===== config.mk =====
export PLATFORM = sky130hd
export DESIGN_NAME = lcd_page_arbiter
export DESIGN_NICKNAME = d
export VERILOG_FILES = /design/src/rtl/lcd_page_arbiter.sv
export SDC_FILE = /design/constraint.sdc
export NUM_CORES = 1
export LEC_CHECK = 0
export ABC_CLOCK_PERIOD_IN_PS = 5100
export CAP_MARGIN = 25
export CELL_PAD_IN_SITES_DETAIL_PLACEMENT = 0
export CELL_PAD_IN_SITES_GLOBAL_PLACEMENT = 1
export CORE_AREA = 5 5 401 403
export DETAILED_ROUTE_END_ITERATION = 12
export DIE_AREA = 0 0 406 408
export GPL_TIMING_DRIVEN = 1
export PLACE_DENSITY_LB_ADDON = 0.12
export SYNTH_ARGS = -nofsm -noshare
export SYNTH_HDL_FRONTEND = slang
export SYNTH_SLANG_ARGS = --single-unit

===== constraint.sdc =====
create_clock -name CLK -period 5.1 [get_ports CLK]
set_input_delay 0.51 -clock CLK [delete_from_list [all_inputs] [get_ports CLK]]
set_output_delay 0.51 -clock CLK [all_outputs]
set_load 0.05 [all_outputs]

===== src/rtl/lcd_page_arbiter.sv =====
// Shares the 16x2 LCD between the alarm, fare and info pages of the taximeter.
// Page switches and content refreshes land only on the driver's frame boundary.
module lcd_page_arbiter #(
    parameter int unsigned  DWELL_CYCLES = 100_000_000,
    parameter int unsigned  CNT_W        = 27,
    parameter logic [127:0] BLANK_ROW    = {16{8'h20}}
) (
    input  logic         CLK,
    input  logic         RST_N,
    input  logic [2:0]   REQ,
    input  logic         FRAME_SYNC,
    input  logic [127:0] P0_ROW1,
    input  logic [127:0] P0_ROW2,
    input  logic [127:0] P1_ROW1,
    input  logic [127:0] P1_ROW2,
    input  logic [127:0] P2_ROW1,
    input  logic [127:0] P2_ROW2,
    output logic [127:0] row_1,
    output logic [127:0] row_2,
    output logic [2:0]   GRANT,
    output logic         PAGE_CHG
);

    localparam logic [1:0] ST_IDLE = 2'd0;
    localparam logic [1:0] ST_WAIT = 2'd1;
    localparam logic [1:0] ST_SHOW = 2'd2;

    localparam logic [2:0] PG_NONE  = 3'b000;
    localparam logic [2:0] PG_ALARM = 3'b001;
    localparam logic [2:0] PG_FARE  = 3'b010;
    localparam logic [2:0] PG_INFO  = 3'b100;

    localparam logic [CNT_W-1:0] DWELL_LAST = CNT_W'(DWELL_CYCLES - 32'd1);

    logic [1:0]       state_q, state_d;
    logic [2:0]       pending_q, pending_d;
    logic [2:0]       grant_q, grant_d;
    logic [127:0]     row1_q, row1_d;
    logic [127:0]     row2_q, row2_d;
    logic             page_chg_q, page_chg_d;
    logic [CNT_W-1:0] dwell_q, dwell_d;
    logic             rr_last_q, rr_last_d;   // 0 = fare last granted, 1 = info

    logic [2:0]   winner_s;
    logic [2:0]   src_sel_s;
    logic [127:0] page_r1_s;
    logic [127:0] page_r2_s;
    logic         other_req_s;
    logic         switch_s;

    // Arbitration: alarm first, otherwise round-robin between fare and info
    always_comb begin
        winner_s = PG_NONE;
        if (REQ[0]) begin
            winner_s = PG_ALARM;
        end else if (rr_last_q == 1'b0) begin
            if (REQ[2])      winner_s = PG_INFO;
            else if (REQ[1]) winner_s = PG_FARE;
            else             winner_s = PG_NONE;
        end else begin
            if (REQ[1])      winner_s = PG_FARE;
            else if (REQ[2]) winner_s = PG_INFO;
            else             winner_s = PG_NONE;
        end
    end

    // Page content mux: SHOW refreshes the granted page, WAIT loads the pending one
    always_comb begin
        src_sel_s = (state_q == ST_SHOW) ? grant_q : pending_q;
        case (src_sel_s)
            PG_ALARM: begin page_r1_s = P0_ROW1;   page_r2_s = P0_ROW2;   end
            PG_FARE:  begin page_r1_s = P1_ROW1;   page_r2_s = P1_ROW2;   end
            PG_INFO:  begin page_r1_s = P2_ROW1;   page_r2_s = P2_ROW2;   end
            default:  begin page_r1_s = BLANK_ROW; page_r2_s = BLANK_ROW; end
        endcase
    end

    // Leave SHOW on request drop, alarm pre-emption, or expired dwell with a rival waiting
    always_comb begin
        if (grant_q[1])      other_req_s = REQ[2];
        else if (grant_q[2]) other_req_s = REQ[1];
        else                 other_req_s = 1'b0;
        switch_s = ((REQ & grant_q) == 3'b000)
                || (REQ[0] && !grant_q[0])
                || (!grant_q[0] && (dwell_q == DWELL_LAST) && other_req_s);
    end

    // Next-state logic for the page FSM and its datapath
    always_comb begin
        state_d    = state_q;
        pending_d  = pending_q;
        grant_d    = grant_q;
        row1_d     = row1_q;
        row2_d     = row2_q;
        page_chg_d = 1'b0;
        dwell_d    = dwell_q;
        rr_last_d  = rr_last_q;
        case (state_q)
            ST_IDLE: begin
                grant_d = PG_NONE;
                if (|REQ) begin
                    pending_d = winner_s;
                    state_d   = ST_WAIT;
                end else begin
                    state_d   = ST_IDLE;
                end
            end
            ST_WAIT: begin
                if (FRAME_SYNC) begin
                    row1_d  = page_r1_s;
                    row2_d  = page_r2_s;
                    grant_d = pending_q;
                    if (pending_q != grant_q) begin
                        page_chg_d = 1'b1;
                        dwell_d    = {CNT_W{1'b0}};
                    end else begin
                        page_chg_d = 1'b0;
                    end
                    if (pending_q == PG_FARE)      rr_last_d = 1'b0;
                    else if (pending_q == PG_INFO) rr_last_d = 1'b1;
                    else                           rr_last_d = rr_last_q;
                    state_d = (pending_q == PG_NONE) ? ST_IDLE : ST_SHOW;
                end else begin
                    pending_d = winner_s;
                end
            end
            ST_SHOW: begin
                if (FRAME_SYNC) begin
                    row1_d = page_r1_s;
                    row2_d = page_r2_s;
                end else begin
                    row1_d = row1_q;
                end
                if (dwell_q != DWELL_LAST) dwell_d = dwell_q + {{(CNT_W-1){1'b0}}, 1'b1};
                else                       dwell_d = dwell_q;
                if (switch_s) begin
                    pending_d = winner_s;
                    state_d   = ST_WAIT;
                end else begin
                    state_d   = ST_SHOW;
                end
            end
            default: begin
                state_d   = ST_IDLE;
                pending_d = PG_NONE;
                grant_d   = PG_NONE;
                row1_d    = BLANK_ROW;
                row2_d    = BLANK_ROW;
                dwell_d   = {CNT_W{1'b0}};
            end
        endcase
    end

    // State and output registers
    always_ff @(posedge CLK or negedge RST_N) begin
        if (!RST_N) begin
            state_q    <= ST_IDLE;
            pending_q  <= PG_NONE;
            grant_q    <= PG_NONE;
            row1_q     <= BLANK_ROW;
            row2_q     <= BLANK_ROW;
            page_chg_q <= 1'b0;
            dwell_q    <= {CNT_W{1'b0}};
            rr_last_q  <= 1'b0;
        end else begin
            state_q    <= state_d;
            pending_q  <= pending_d;
            grant_q    <= grant_d;
            row1_q     <= row1_d;
            row2_q     <= row2_d;
            page_chg_q <= page_chg_d;
            dwell_q    <= dwell_d;
            rr_last_q  <= rr_last_d;
        end
    end

    assign row_1    = row1_q;
    assign row_2    = row2_q;
    assign GRANT    = grant_q;
    assign PAGE_CHG = page_chg_q;

endmodule


==> flow_summary.toml, run 1 <==
[outcome]
status = "completed"

[route]
drtPass1Iterations = 5
antenna_left = 0
drt_iter0_markers = 921
vias = 18020
vias_per_cell = 3.788
drc = 0
routedWlPerCell_um = 24.20
wirelength_um = 115200

[worst_setup_path]
reg2reg_from = "state_q[0]"
r2r_cells = 8
end_kind = "flip-flop"
worstReg2RegEnd = "row_2[74]"
critPathBufInv = 2
cp_common_cell = "o21ai_0"
cp_slowest_stage_delay_ns = 0.55
slowest_stage = "ha_1"
crit_required_ns = 5.57
critical-path-top-delay-family = "compound AO/OA/AOI/OAI gates"
worstPathMaxFanout = 161
r2r_slack_ns = 1.62
crit_path_start_kind = "flip-flop"
path_cells = "inv_1 -> ha_1 -> mux2_8 -> xnor2_1 -> o21ai_0 -> nand3_4 -> buf_12 -> o21ai_0"
worstSetupPathType = "flip-flop to flip-flop"
cp.arrival_ns = 3.95

[timing]
clock_skew_ns = 0.03723
fmax_ghz = 0.2871
holdWs_ns = 0.4733
min_period_ns = 3.483
tightest_slew_ns = 1.438
rsz0062_at_grt = "no"
totalNegativeSetupSlack_ns = 0
slew_headroom = 0.04110
maxSlewViolCount = 0
fin_crit_sh = 0.6830
setup_viol = 0
hold_violations = 0

[clock_tree]
htreeDepth = 2
clock-sinks = 293
cts-resized-gates = 0
cts_tree = "yes"
clkTransAtPathRegs_ns = 0.06
clkLatencyLatePin_ns = 0.60
clockBufferDepth = 3
cts-root-buf = "clkbuf_16"
numCtsBuffers = 45
post_cts_buffers = 0

[placement]
detailed_place_hpwl_um = 90710
place_congestion = 0.8677
io_buffers = 1033
dp.cells = 4666
post_dp_cell_area_mm2 = 0.02858

[logic_synthesis]
postSynth.asyncResetShare = 1.000
yosys.area.top_type = "dfrtp_1"
ys.warnings.count = 0
synth_ff_type = "dfrtp_1"
ys_ff_latch = 293
synth_top_cells_by_area = "dfrtp_1 (41%), a2bb2oi_1 (12%), a22oi_1 (12%)"
synthCells = 1715
postSynthAreaPerCell_um2 = 9.288
synth_cell_type_count = 56
synthesis.area_mm2 = 0.01593
synth-edff-count = 0
yosys.area.top_type_share = 0.4100
ys_seq_area_frac = 0.4628
syn_nets = 2494

[global_route]
grt_pass1_wl_um = 156300
grt_use_total = 0.1321
grt-ovfl-total = 0
grt_max_degree = 161
grt_pass1_vias = 19490
antenna_found_initial = 25

[power]
ir_worst_vdd_uv = 492.9
pwr_density_cell_mw_per_mm2 = 634.7
leakage_uw = 0.01101

[final_layout]
area_delta_synth_final_pct = 89.09
post-route-util = 0.1917
final_cell_mix = "clkdlybuf4s50_1 (1032), o21ai_0 (277), nand2_1 (275), dfrtp_1 (261), a22oi_1 (259)"
final_cell_area_mm2 = 0.03012
finalNetCount = 3422
final_common_cell = "clkdlybuf4s50_1"
final_layout_size_suffix_gt1_frac = 0.05717
fillCellCount = 17480
final_cells = 4758

[flow_run]
drv_cap = 0

[worst_hold_path]
min_from = "row_1[96]"
holdPathEnd = "row_1[96]"
hold_class = "flip-flop to flip-flop"
min_path_cells = 2

[die]
die_w_um = 406
initial_utilization = 0.1014
core_area_mm2 = 0.1571
die_h_um = 408
pin_count = 1034
die-area_mm2 = 0.1656
num_rows = 146
[power breakdown]
part           internal [µW]  leakage (µW)  total [µW]  switching (µW)
logic                   4080       0.00635       12100            8050
registers               3240       0.00394        3820             580
clock network           1950      0.000724        3170            1220
[final cells by class]
class / instances / area (µm²) / area share
clock buffer: 69 / 1339 / 0.04445
antenna: 10 / 25.02 / 0.0008308
clock inverter: 11 / 140.1 / 0.004653
multi-input combinational: 1227 / 7829 / 0.2599
tap: 2072 / 2592 / 0.08607
inverter: 10 / 37.54 / 0.001246
sequential: 293 / 7372 / 0.2448
timing repair buffer: 1066 / 10790 / 0.3581
[repair_timing]
action,CTS,global route
endpoints found under the hold margin,60,0
endpoints found under the setup margin,0,0
hold buffers,1,0
[cell usage after synthesis (4+ instances only)]
cell,count
a22oi_1,259
a22o_1,4
a21oi_1,20
dfstp_2,32
or4_1,7
clkbuf_1,120
o22a_1,32
dfrtp_1,261
buf_2,42
o41ai_1,6
o211ai_1,4
nand2_1,275
o21ai_0,277
nor2_1,13
nand3_1,16
mux2_2,6
a2bb2oi_1,224
nand4_1,9
o31ai_1,8
xnor2_1,4
ha_1,5
nor3_1,9
and3_1,6
buf_1,20
inv_1,10
a21o_1,4
[cells by family (layout without fill, tap and decap cells)]
kind of cell,count (synthesis),after routing,share of synthesized area
simple gates,353,353,0.09638
other cells,0,10,0
compound gates,856,856,0.3787
flops,293,293,0.4628
fa+ha+maj,5,5,0.003927
buf+inv,195,1156,0.04988
mux,9,9,0.006127
xor+xnor,4,4,0.002199
[through the flow]
stage	power, µW	setup WS, ns
after global placement	16250	1.093
after global routing	20280	1.292
after detailed placement	16330	1.633
after floorplan	10820	2.760
after CTS	19670	1.613
final	19120	1.617
[sequential cells by signal, indices dropped and copies added (netlist names)]
register   cells
row_2        128
dwell_q       27
rr_last_q      1
state_q        2
row_1        128
GRANT          3
PAGE_CHG       1
pending_q      3
[worst register-to-register path, cell delays in order, from the launching register on]
cell     delay, ns
dfrtp_1       0.42
inv_1         0.09
ha_1          0.55
mux2_8        0.54
xnor2_1       0.16
o21ai_0       0.37
nand3_4       0.13
buf_12        0.20
o21ai_0       0.92
[routing by layer]
metal,vias to the layer above,global-route usage,wire (µm)
met4,12,0.04492,4088
met1,8826,0.1491,44700
li1,8426,-,-
met3,123,0.03464,7191
met5,-,0,69
met2,637,0.2395,59120
[worst max-delay path by stage]
| stage | start | to | slack, ns | cells after the start |
|---|---|---|---|---|
| 5_1_grt | state_q[0] | row_2[107] | 1.29 | 9 |
| 6_report | state_q[0] | row_2[74] | 1.62 | 8 |
| 3_5_place_dp | state_q[0] | row_1[15] | 1.63 | 9 |
| 3_3_place_gp | state_q[0] | row_2[95] | 1.09 | 9 |
| 2_1_floorplan | GRANT[1] | pending_q[0] | 2.76 | 6 |
| 4_1_cts | state_q[0] | row_1[15] | 1.61 | 9 |
(Power assumes the default switching activity.)
==> run 2: changes to the inputs <==
- ABC_CLOCK_PERIOD_IN_PS: 5100 -> 3200
- CORE_AREA: 5 5 401 403 -> 5 5 405 407
- DIE_AREA: 0 0 406 408 -> 0 0 410 412
- clock period: 5.1 -> 3.2 ns (I/O delays scaled with it)
==> run 2 against run 1 <==
  * Cell area rose by 1.7%
  * Core utilization about the same
  * Sequential power grew 59%
  * Clock-buffer cell count fell by 10
  * Sequential share of layout area shrank 0.41 points
  * Combinational power is 66% higher
  * Routed wire length up 4.9%
  * Fmax increased by 15%
==> flow_summary.toml, run 2 (same netlist as run 1, synthesis figures left out) <==
[outcome]
status = "completed"

[route]
vias_per_cell = 3.829
drt_iter0_markers = 977
drc = 0
antenna_left = 0
drtPass1Iterations = 7
vias = 18440
routedWlPerCell_um = 25.08
wirelength_um = 120800

[timing]
tightest_slew_ns = 1.006
fin_crit_sh = 0.9473
maxSlewViolCount = 0
min_period_ns = 3.031
fin_ws_ns = 0.1685
slew_headroom = 0.3290
clock_skew_ns = 0.01346
totalNegativeSetupSlack_ns = 0
fmax_ghz = 0.3299
setup_viol = 0
hold_violations = 0

[worst_setup_path]
end_kind = "flip-flop"
cp.arrival_ns = 3.46
crit_path_start_kind = "flip-flop"
worstSetupPathType = "flip-flop to flip-flop"
crit_required_ns = 3.63
r2r_slack_ns = 0.17
worstPathMaxFanout = 14

[clock_tree]
cts_tree = "yes"
post_cts_buffers = 0
clkTransAtPathRegs_ns = 0.06
htreeDepth = 2
numCtsBuffers = 42
clkLatencyLatePin_ns = 0.58
cts-root-buf = "clkbuf_16"
clockBufferDepth = 3
clock-sinks = 293

[die]
die-area_mm2 = 0.1689
die_w_um = 410
core_area_mm2 = 0.1598
num_rows = 147
die_h_um = 412
pin_count = 1034
initial_utilization = 0.09966

[placement]
io_buffers = 1033
detailed_place_hpwl_um = 98150
dp.cells = 4733
place_congestion = 0.8140
place_ws_ns = 0.08567

[power]
pwr-share-clk = 0.162
leakage_uw = 0.01131
p_switching_uw = 16050
internal_power_uw = 15210
pwr_density_cell_mw_per_mm2 = 1021
swShare = 0.5135
ir_worst_vdd_uv = 441.3
seq_power_share = 0.195
power_uw = 31260
combPwrFrac = 0.643

[final_layout]
finalNetCount = 3471
final_cells = 4815
area_delta_synth_final_pct = 92.33
final_layout_size_suffix_gt1_frac = 0.07704
final_cell_mix = "clkdlybuf4s50_1 (1032), o21ai_0 (277), nand2_1 (275), dfrtp_1 (261), a22oi_1 (258)"
fillCellCount = 17650
final_common_cell = "clkdlybuf4s50_1"

[global_route]
grt_pass1_vias = 20070
grt_max_degree = 130
grt_pass1_wl_um = 163000
grt-ovfl-total = 0
antenna_found_initial = 25
grt_use_total = 0.1349

[flow_run]
drv_cap = 0

[worst_hold_path]
hold_class = "input port to async pin"
==> run 2: routing by layer <==
metal  GRT usage  vias up  part of all wire
li1            -     8513                 -
met1      0.1539     9069              0.39
met2      0.2453      716              0.51
met3     0.03538      123             0.065
met4     0.04196       14             0.032
met5           0        -           0.00072
==> run 2: path summary, 6_finish.rpt <==
kind / start / end / depth (start not counted)
worst max-delay path: state_q[0] / row_1[81] / 9
worst min-delay path: RST_N / dwell_q[14] / 2
worst max register to register: state_q[0] / row_1[81] / 9
worst min register to register: row_2[81] / row_2[81] / 2
max in group asynchronous: RST_N / row_2[9] / 3
min in group CLK: P0_ROW1[86] / row_1[86] / 3
==> run 2: worst max-delay path, cell delays in order (launching register included) <==
cell and delay [ns]:
dfrtp_1 0.41, inv_1 0.10, ha_1 0.35, mux2i_1 0.44, nor2_4 0.12, buf_12 0.18
buf_4 0.21, a22oi_1 0.24, a2bb2oi_1 0.67, o21ai_0 0.15
==> run 2: power by group through the flow <==
stage,combinational [µW],clock [µW],sequential [µW]
6_report,20100,5070,6090
5_1_grt,21300,5470,6300
3_5_place_dp,20700,0,6150
4_1_cts,20700,5350,6120
3_3_place_gp,20600,0,6140
2_1_floorplan,6630,0,10600
==> run 2: through the flow <==
step	hold slack [ns]	area, µm²	util
floorplan	0.02441	15930	-
global placement	0.4063	29120	0.1822
detailed placement	0.4123	29120	0.1822
CTS	0.3054	30620	0.1916
global route	0.3339	30630	0.1917
finish	0.3762	30640	0.1917
==> run 2: final cells by class <==
| type | count | area (µm²) | area share |
|---|---|---|---|
| Clock inverter | 19 | 272.8 | 0.008903 |
| Timing Repair Buffer | 1118 | 11290 | 0.3684 |
| Multi-Input combinational cell | 1227 | 7834 | 0.2557 |
| Antenna cell | 3 | 7.507 | 0.0002450 |
| Tap cell | 2086 | 2610 | 0.08520 |
| Clock buffer | 59 | 1216 | 0.03970 |
| Inverter | 10 | 37.54 | 0.001225 |
| Sequential cell | 293 | 7372 | 0.2406 |
==> run 2: what timing repair did <==
action	CTS	global route
hold endpoints to repair	43	0
hold buffers	1	0
gates resized for setup	0	1
setup endpoints to repair	0	1
